==> config.mk <==
export PLATFORM = sky130hd
export DESIGN_NAME = wb_qspi_arbiter
export DESIGN_NICKNAME = d
export VERILOG_FILES = /design/src/rtl/wb_qspi_arbiter.sv
export SDC_FILE = /design/constraint.sdc
export NUM_CORES = 1
export LEC_CHECK = 0
export ABC_CLOCK_PERIOD_IN_PS = 1200
export CAP_MARGIN = 0
export CORE_AREA = 2 2 104 106
export CTS_CLUSTER_SIZE = 10
export DETAILED_ROUTE_END_ITERATION = 7
export DIE_AREA = 0 0 106 108
export GPL_TIMING_DRIVEN = 0
export PLACE_DENSITY = 0.68
export SLEW_MARGIN = 10
export SYNTH_ARGS = -nofsm -noshare
export SYNTH_HDL_FRONTEND = slang
export SYNTH_SLANG_ARGS = --single-unit
==> constraint.sdc <==
create_clock -name clk_i -period 1.2 [get_ports clk_i]
set_input_delay 0.12 -clock clk_i [delete_from_list [all_inputs] [get_ports clk_i]]
set_output_delay 0.12 -clock clk_i [all_outputs]
set_load 0.02 [all_outputs]
==> src/rtl/wb_qspi_arbiter.sv <==
`default_nettype none
// ============================================================================
// Module   : wb_qspi_arbiter
// Brief    : Round-robin ibus/dbus arbiter in front of one QSPI memory adapter,
//            ROM/RAM decode, dbus ROM-write rejection. Define WB_QSPI_ARB_IBUF_EN
//            for a single-entry instruction buffer.
// Revision : 1.0 - initial release
// ============================================================================
module wb_qspi_arbiter #(
    parameter int RAM_SEL_BIT = 24
) (
    input  logic        clk_i,
    input  logic        rst_i,

    input  logic        ibus_stb_i,
    input  logic [31:0] ibus_adr_i,
    output logic        ibus_ack_o,
    output logic [31:0] ibus_dat_o,

    input  logic        dbus_stb_i,
    input  logic        dbus_we_i,
    input  logic [3:0]  dbus_be_i,
    input  logic [31:0] dbus_adr_i,
    input  logic [31:0] dbus_dat_i,
    output logic        dbus_ack_o,
    output logic        dbus_err_o,
    output logic [31:0] dbus_dat_o,

    output logic        mem_sel_rom_ram_o,
    output logic        mem_stb_o,
    output logic        mem_we_o,
    output logic [3:0]  mem_be_o,
    output logic [21:0] mem_adr_o,
    output logic [31:0] mem_dat_o,
    input  logic        mem_ack_i,
    input  logic [31:0] mem_dat_i
);

    typedef enum logic [2:0] {
        S_IDLE  = 3'd0,
        S_GNT_I = 3'd1,
        S_GNT_D = 3'd2,
        S_ERR   = 3'd3
`ifdef WB_QSPI_ARB_IBUF_EN
        ,
        S_HIT   = 3'd4
`endif
    } state_t;

    localparam logic c_LAST_I = 1'b0;
    localparam logic c_LAST_D = 1'b1;

    state_t r_state;
    state_t w_state_nxt;
    logic   r_last;
    logic   w_last_nxt;
    logic   w_d_wins;
    logic   w_i_wins;
    logic   w_d_rom_wr;
    logic   w_gnt_d;
    logic   w_unused;

    // On a tie the master that was not served last wins.
    assign w_d_wins   = dbus_stb_i && (!ibus_stb_i || (r_last == c_LAST_I));
    assign w_i_wins   = ibus_stb_i && !w_d_wins;
    assign w_d_rom_wr = dbus_we_i && !dbus_adr_i[RAM_SEL_BIT];
    assign w_gnt_d    = (r_state == S_GNT_D);

    assign w_unused = ^{ibus_adr_i, dbus_adr_i};

`ifdef WB_QSPI_ARB_IBUF_EN
    logic        r_ibuf_valid;
    logic [21:0] r_ibuf_tag;
    logic [31:0] r_ibuf_data;
    logic        w_ibuf_hit;
    logic        w_ibuf_fill;
    logic        w_ibuf_inval;

    assign w_ibuf_hit   = r_ibuf_valid && (r_ibuf_tag == ibus_adr_i[23:2]);
    assign w_ibuf_fill  = (r_state == S_GNT_I) && mem_ack_i;
    assign w_ibuf_inval = w_gnt_d && mem_ack_i && dbus_we_i && dbus_adr_i[RAM_SEL_BIT]
                          && (dbus_adr_i[23:2] == r_ibuf_tag);

    always_ff @(posedge clk_i) begin
        if (rst_i) begin
            r_ibuf_valid <= 1'b0;
        end else if (w_ibuf_fill) begin
            r_ibuf_valid <= 1'b1;
            r_ibuf_tag   <= ibus_adr_i[23:2];
            r_ibuf_data  <= mem_dat_i;
        end else if (w_ibuf_inval) begin
            r_ibuf_valid <= 1'b0;
        end
    end
`endif

    always_ff @(posedge clk_i) begin
        if (rst_i) begin
            r_state <= S_IDLE;
            r_last  <= c_LAST_I;
        end else begin
            r_state <= w_state_nxt;
            r_last  <= w_last_nxt;
        end
    end

    always_comb begin
        w_state_nxt = r_state;
        w_last_nxt  = r_last;
        ibus_ack_o  = 1'b0;
        dbus_ack_o  = 1'b0;
        dbus_err_o  = 1'b0;
        mem_stb_o   = 1'b0;
        ibus_dat_o  = mem_dat_i;

        case (r_state)
            S_IDLE: begin
                if (w_d_wins) begin
                    if (w_d_rom_wr) begin
                        w_state_nxt = S_ERR;
                    end else begin
                        w_state_nxt = S_GNT_D;
                        w_last_nxt  = c_LAST_D;
                    end
                end else if (w_i_wins) begin
`ifdef WB_QSPI_ARB_IBUF_EN
                    if (w_ibuf_hit) begin
                        w_state_nxt = S_HIT;
                    end else
`endif
                    begin
                        w_state_nxt = S_GNT_I;
                        w_last_nxt  = c_LAST_I;
                    end
                end
            end
            S_GNT_I: begin
                mem_stb_o = 1'b1;
                if (mem_ack_i) begin
                    ibus_ack_o  = 1'b1;
                    w_state_nxt = S_IDLE;
                end
            end
            S_GNT_D: begin
                mem_stb_o = 1'b1;
                if (mem_ack_i) begin
                    dbus_ack_o  = 1'b1;
                    w_state_nxt = S_IDLE;
                end
            end
            S_ERR: begin
                dbus_err_o  = 1'b1;
                w_state_nxt = S_IDLE;
            end
`ifdef WB_QSPI_ARB_IBUF_EN
            S_HIT: begin
                ibus_ack_o  = 1'b1;
                ibus_dat_o  = r_ibuf_data;
                w_state_nxt = S_IDLE;
            end
`endif
            default: begin
                w_state_nxt = S_IDLE;
            end
        endcase

        // A reset cycle aborts whatever the state register still holds.
        if (rst_i) begin
            ibus_ack_o = 1'b0;
            dbus_ack_o = 1'b0;
            dbus_err_o = 1'b0;
            mem_stb_o  = 1'b0;
        end
    end

    assign mem_sel_rom_ram_o = w_gnt_d ? dbus_adr_i[RAM_SEL_BIT] : ibus_adr_i[RAM_SEL_BIT];
    assign mem_we_o          = w_gnt_d && dbus_we_i;
    assign mem_be_o          = w_gnt_d ? dbus_be_i : 4'hF;
    assign mem_adr_o         = w_gnt_d ? dbus_adr_i[23:2] : ibus_adr_i[23:2];
    assign mem_dat_o         = dbus_dat_i;
    assign dbus_dat_o        = mem_dat_i;

endmodule
`default_nettype wire

Word level (Yosys, flattened, before mapping)
Cells that the tools add are included.
{"block": "word_totals", "output_inout_bits": 128, "reg_bits": 4, "word_cells": 42, "input_bits": 138}
{"block": "op_classes", "muxes": 20, "n_reduce_logical": 13, "n_bitwise": 1, "n_eq_ne": 6}
{"op": "22-bit two-way mux", "n": 1}
{"op": "1-bit two-way mux", "n": 14}
{"op": "3-bit two-way mux", "n": 3}
{"op": "3-bit by 2-bit == test with 1-bit output, second input constant", "n": 2}
{"op": "3-bit case mux with 2 select lines", "n": 1}
{"op": "1-bit logical AND", "n": 4}
{"op": "4-bit two-way mux", "n": 1}
{"op": "3-bit by 1-bit == test with 1-bit output, second input constant", "n": 1}
{"op": "1-bit zero test", "n": 3}
{"op": "3-bit zero test", "n": 1}
{"op": "3-bit != test, second input constant", "n": 1}
{"op": "3-bit AND reduction", "n": 1}
{"op": "2-bit by 1-bit != test with 1-bit output, second input constant", "n": 1}
{"op": "2-bit != test, second input constant", "n": 1}
{"op": "2-bit AND reduction", "n": 1}
{"op": "2-bit nonzero test", "n": 1}
{"op": "2-bit OR reduction", "n": 1}
{"op": "1-bit logical OR", "n": 1}
{"op": "1-bit inverter", "n": 1}

Longest topological paths before layout
{"block": "depth", "ltp_word": 8, "mapped_depth": 5, "ltp_nobuf": 5}

Least setup slack after synthesis
Ideal clock, no wire load.
{"block": "synth_timing", "path_type": "flip-flop to output port", "startpoint": "register r_state[0]", "endpoint": "output port mem_adr_o[10]", "path_stages_with_launch": 5, "slack_ns": -0.141, "arrival_time_ns": 1.221, "required_ns": 1.080, "path_cell_list": "dfxtp_1 > inv_1 > ha_1 > buf_6 > mux2_2"}
{"block": "synth_between", "elab_chain_cells": 2}
{"element": "start: declaration", "line_no": "53", "rtl": "state_t r_state;"}
{"element": "start signal: assignment", "line_no": "102", "rtl": "r_state <= w_state_nxt;"}
{"element": "3-bit by 2-bit == test with 1-bit output", "line_no": "67", "rtl": "assign w_gnt_d = (r_state == S_GNT_D);"}
{"element": "22-bit two-way mux", "line_no": "179", "rtl": "assign mem_adr_o = w_gnt_d ? dbus_adr_i[23:2] : ibus_adr_i[23:2];"}
{"element": "end: declaration", "line_no": "33", "rtl": "output logic [21:0] mem_adr_o,"}
No other way between the ends.

Worst setup path in the final report
{"block": "layout_timing", "startpoint": "register r_state[0]", "endpoint": "output port mem_adr_o[6]"}
Same word-level chain as after synthesis.

==> results.toml <==
[clocking]
cts_tree = "yes"
cts_root_buffer = "clkbuf_8"
cts.htree.levels = 1
hold_buffers = 0
clkSlewWorstSetupHoldPaths_ps = 30
cts_sinks = 3
cts_buffers = 3
clk_latency_ps = 210
clockBufferDepth = 2

[timing]
fin_ws_ps = -397
finalCritPeriodShare_pct = 133
setup_viol = 34
layout_min_cycle_time_ps = 1600
hold_viol = 0
rsz0062_at_grt = "yes"
slew_viol_final = 0
max_freq_mhz = 626
max_slew_margin_pct = 77.4
tightest_slew_ps = 338
fin_worst_skew_ps = 0.885
setup_tns_ps = -9090

[place]
hpwlAfterDp_um = 5100
place_area_um2 = 3340
portBuffers = 183
routabilityCongestion = 0.628

[yosys]
synthTopCellsByArea = "buf_4 56%, mux2_2 20%, ha_1 4.9%"
synth_seq_cells = 3
yosys.cell_types.count = 18
syn-num-nets = 297
yosysSeqAreaShare_pct = 4.66
syn-cell-area_um2 = 1290
synth_area_per_cell_um2 = 8.37
synth_area_leader_cell = "buf_4"
synth_top_area_share_pct = 55.9
netlist_instances = 154
yosysWarnings = 0

[critical_path]
crit_cells = 5
cpLargestDelayFamily = "buffers and inverters"
crit_slowest_cell = "dfxtp_4"
r2r_slack_ps = -100
reg2regPathDepth = 6
worst-path-buf-inv = 3
cp_slowest_stage_delay_ps = 350
cp-end-kind = "output pin"
path_max_fanout = 6
reg2reg_from = "r_state[0]$_SDFFE_PP0P_"
path_class = "flip-flop to output pin"
reg2reg_to = "r_state[1]$_SDFFE_PP0P_"
crit_path_start_kind = "flip-flop"
critical_path_arrival_ps = 1480
cp.required_ps = 1080
path_cells = "inv_4 -> ha_4 -> clkbuf_16 -> mux2_4 -> buf_6"

[die]
die_h_um = 108
die-area_um2 = 11400
die-width_um = 106
rows = 37
start_util_pct = 12.6
core-area_um2 = 10200
io_pins = 266

[hold_path]
holdCritStartpoint = "rst_i"
hp-class = "input port to flip-flop"
whs_endpoint = "r_state[1]$_SDFFE_PP0P_"
hold_depth = 2

[global_routing]
grt_overflow = 0
grt_pass1_wl_um = 7890
grt_pass1_vias = 1572
antenna_found_initial = 0
grtUsageTotal_pct = 8.44
grt_max_degree = 11

[routing]
routed_wl_um = 5930
antenna_left = 0
drtIter0Drc = 31
wl_per_cell_um = 12.3
viasPerCell = 3.39
first_pass_iters = 4
via_count = 1642
drc = 0

[pwr]
p_int_uw = 1580
p_clk_share_pct = 11.8
power.switching_uw = 897
p_comb_share_pct = 82.5
p_per_area_nw_per_um2 = 686
swShare_pct = 36.2
leakagePower_uw = 0.00163
ir_worst_vdd_uv = 293
power_uw = 2480
p_seq_share_pct = 5.8

[run_status]
violations = "negative setup slack"
status = "finished with violations"

[cells_and_area]
nets = 492
drive_gt1_share_pct = 51.7
syn_to_final_growth_pct = 180
final_area_um2 = 3610
n_antenna_cell = 0

[flow_run]
maxCapViolCount = 0
## synthesized netlist by cell type
cell type	instances
and2_1	1
nand2_1	3
a32o_1	1
and2b_2	3
mux2_2	23
nand2b_4	1
buf_6	2
a21bo_2	1
ha_1	5
and3_1	2
buf_4	96
a21boi_0	1
inv_1	4
nand2b_1	4
nor2_1	1
a21oi_1	1
o32ai_1	2
dfxtp_1	3
## how the worst max path moves through the flow
stage                          endpoint                    start  slack (ps)
final                      mem_adr_o[6]  r_state[0]$_SDFFE_PP0P_        -400
after global routing       mem_adr_o[6]  r_state[0]$_SDFFE_PP0P_        -450
after CTS                 mem_adr_o[11]  r_state[0]$_SDFFE_PP0P_        -480
after detailed placement   mem_adr_o[7]  r_state[0]$_SDFFE_PP0P_        -650
after global placement     mem_adr_o[7]  r_state[0]$_SDFFE_PP0P_        -650
after floorplan           mem_adr_o[10]  r_state[0]$_SDFFE_PP0P_         -20
## per-stage QoR
step	std cells	hold slack [ps]	utilization [%]	setup slack [ps]
2_1_floorplan	154	229	-	-24.6
3_3_place_gp	473	482	32.7	-649
3_5_place_dp	473	488	32.7	-645
4_1_cts	481	347	33.0	-485
5_1_grt	484	407	35.3	-448
6_report	484	381	35.3	-397
## power by group through the flow
stage,Combinational [uW],Sequential [uW],Clock [uW]
final,2040,143,292
after global routing,2150,145,312
after CTS,1800,141,302
after detailed placement,1790,139,0
after global placement,1770,138,0
after floorplan,982,135,0
## kinds of logic (layout without fill, tap and decap cells)
kind of cell | Yosys count | count (layout) | synth area share [%]
flops | 3 | 3 | 4.66
compound gates | 6 | 6 | 3.88
simple gates | 15 | 15 | 7.67
mux | 23 | 23 | 20.1
fa+ha+maj | 5 | 5 | 4.85
buf+inv | 102 | 296 | 58.8
## cell usage in the layout, fill, tap and decap left out, drive strengths merged, types with 3 or more instances in the layout
cell           instances
dfxtp                  3
mux2                  23
nand2b                 5
clkbuf                 5
inv                    4
buf                  134
and2b                  3
ha                     5
clkdlybuf4s50        150
nand2                  3
## timing repair
| item | 4_1_cts | 5_1_grt |
|---|---|---|
| resized for setup | 143 | 70 |
| pin swaps | 1 | 1 |
| endpoints found under the setup margin | 34 | 35 |
| buffers inserted | 3 | 3 |
| cloned | 1 | 1 |
## flip-flops by register name, indices dropped and copies added, names as in the netlist
signal and flops:
r_state 2, r_last 1
## layout make-up
class / count / area, um2
repair buffers: 190 / 1940
flip-flops and latches: 3 / 67.6
well taps: 136 / 170
multi-input cells: 49 / 614
fillers: 1037 / 6620
inverters: 4 / 20.0
clock buffers: 4 / 45.0
plain buffers: 98 / 756
## layer usage
layer / global-route usage (%) / vias up / part of all wire (%)
met5: 0 / - / 0
li1: - / 789 / -
met4: 0.846 / 0 / 0.35
met2: 17.1 / 112 / 55
met3: 4.10 / 4 / 13
met1: 7.91 / 737 / 31
Note: power is estimated with default switching activity, not from simulation.
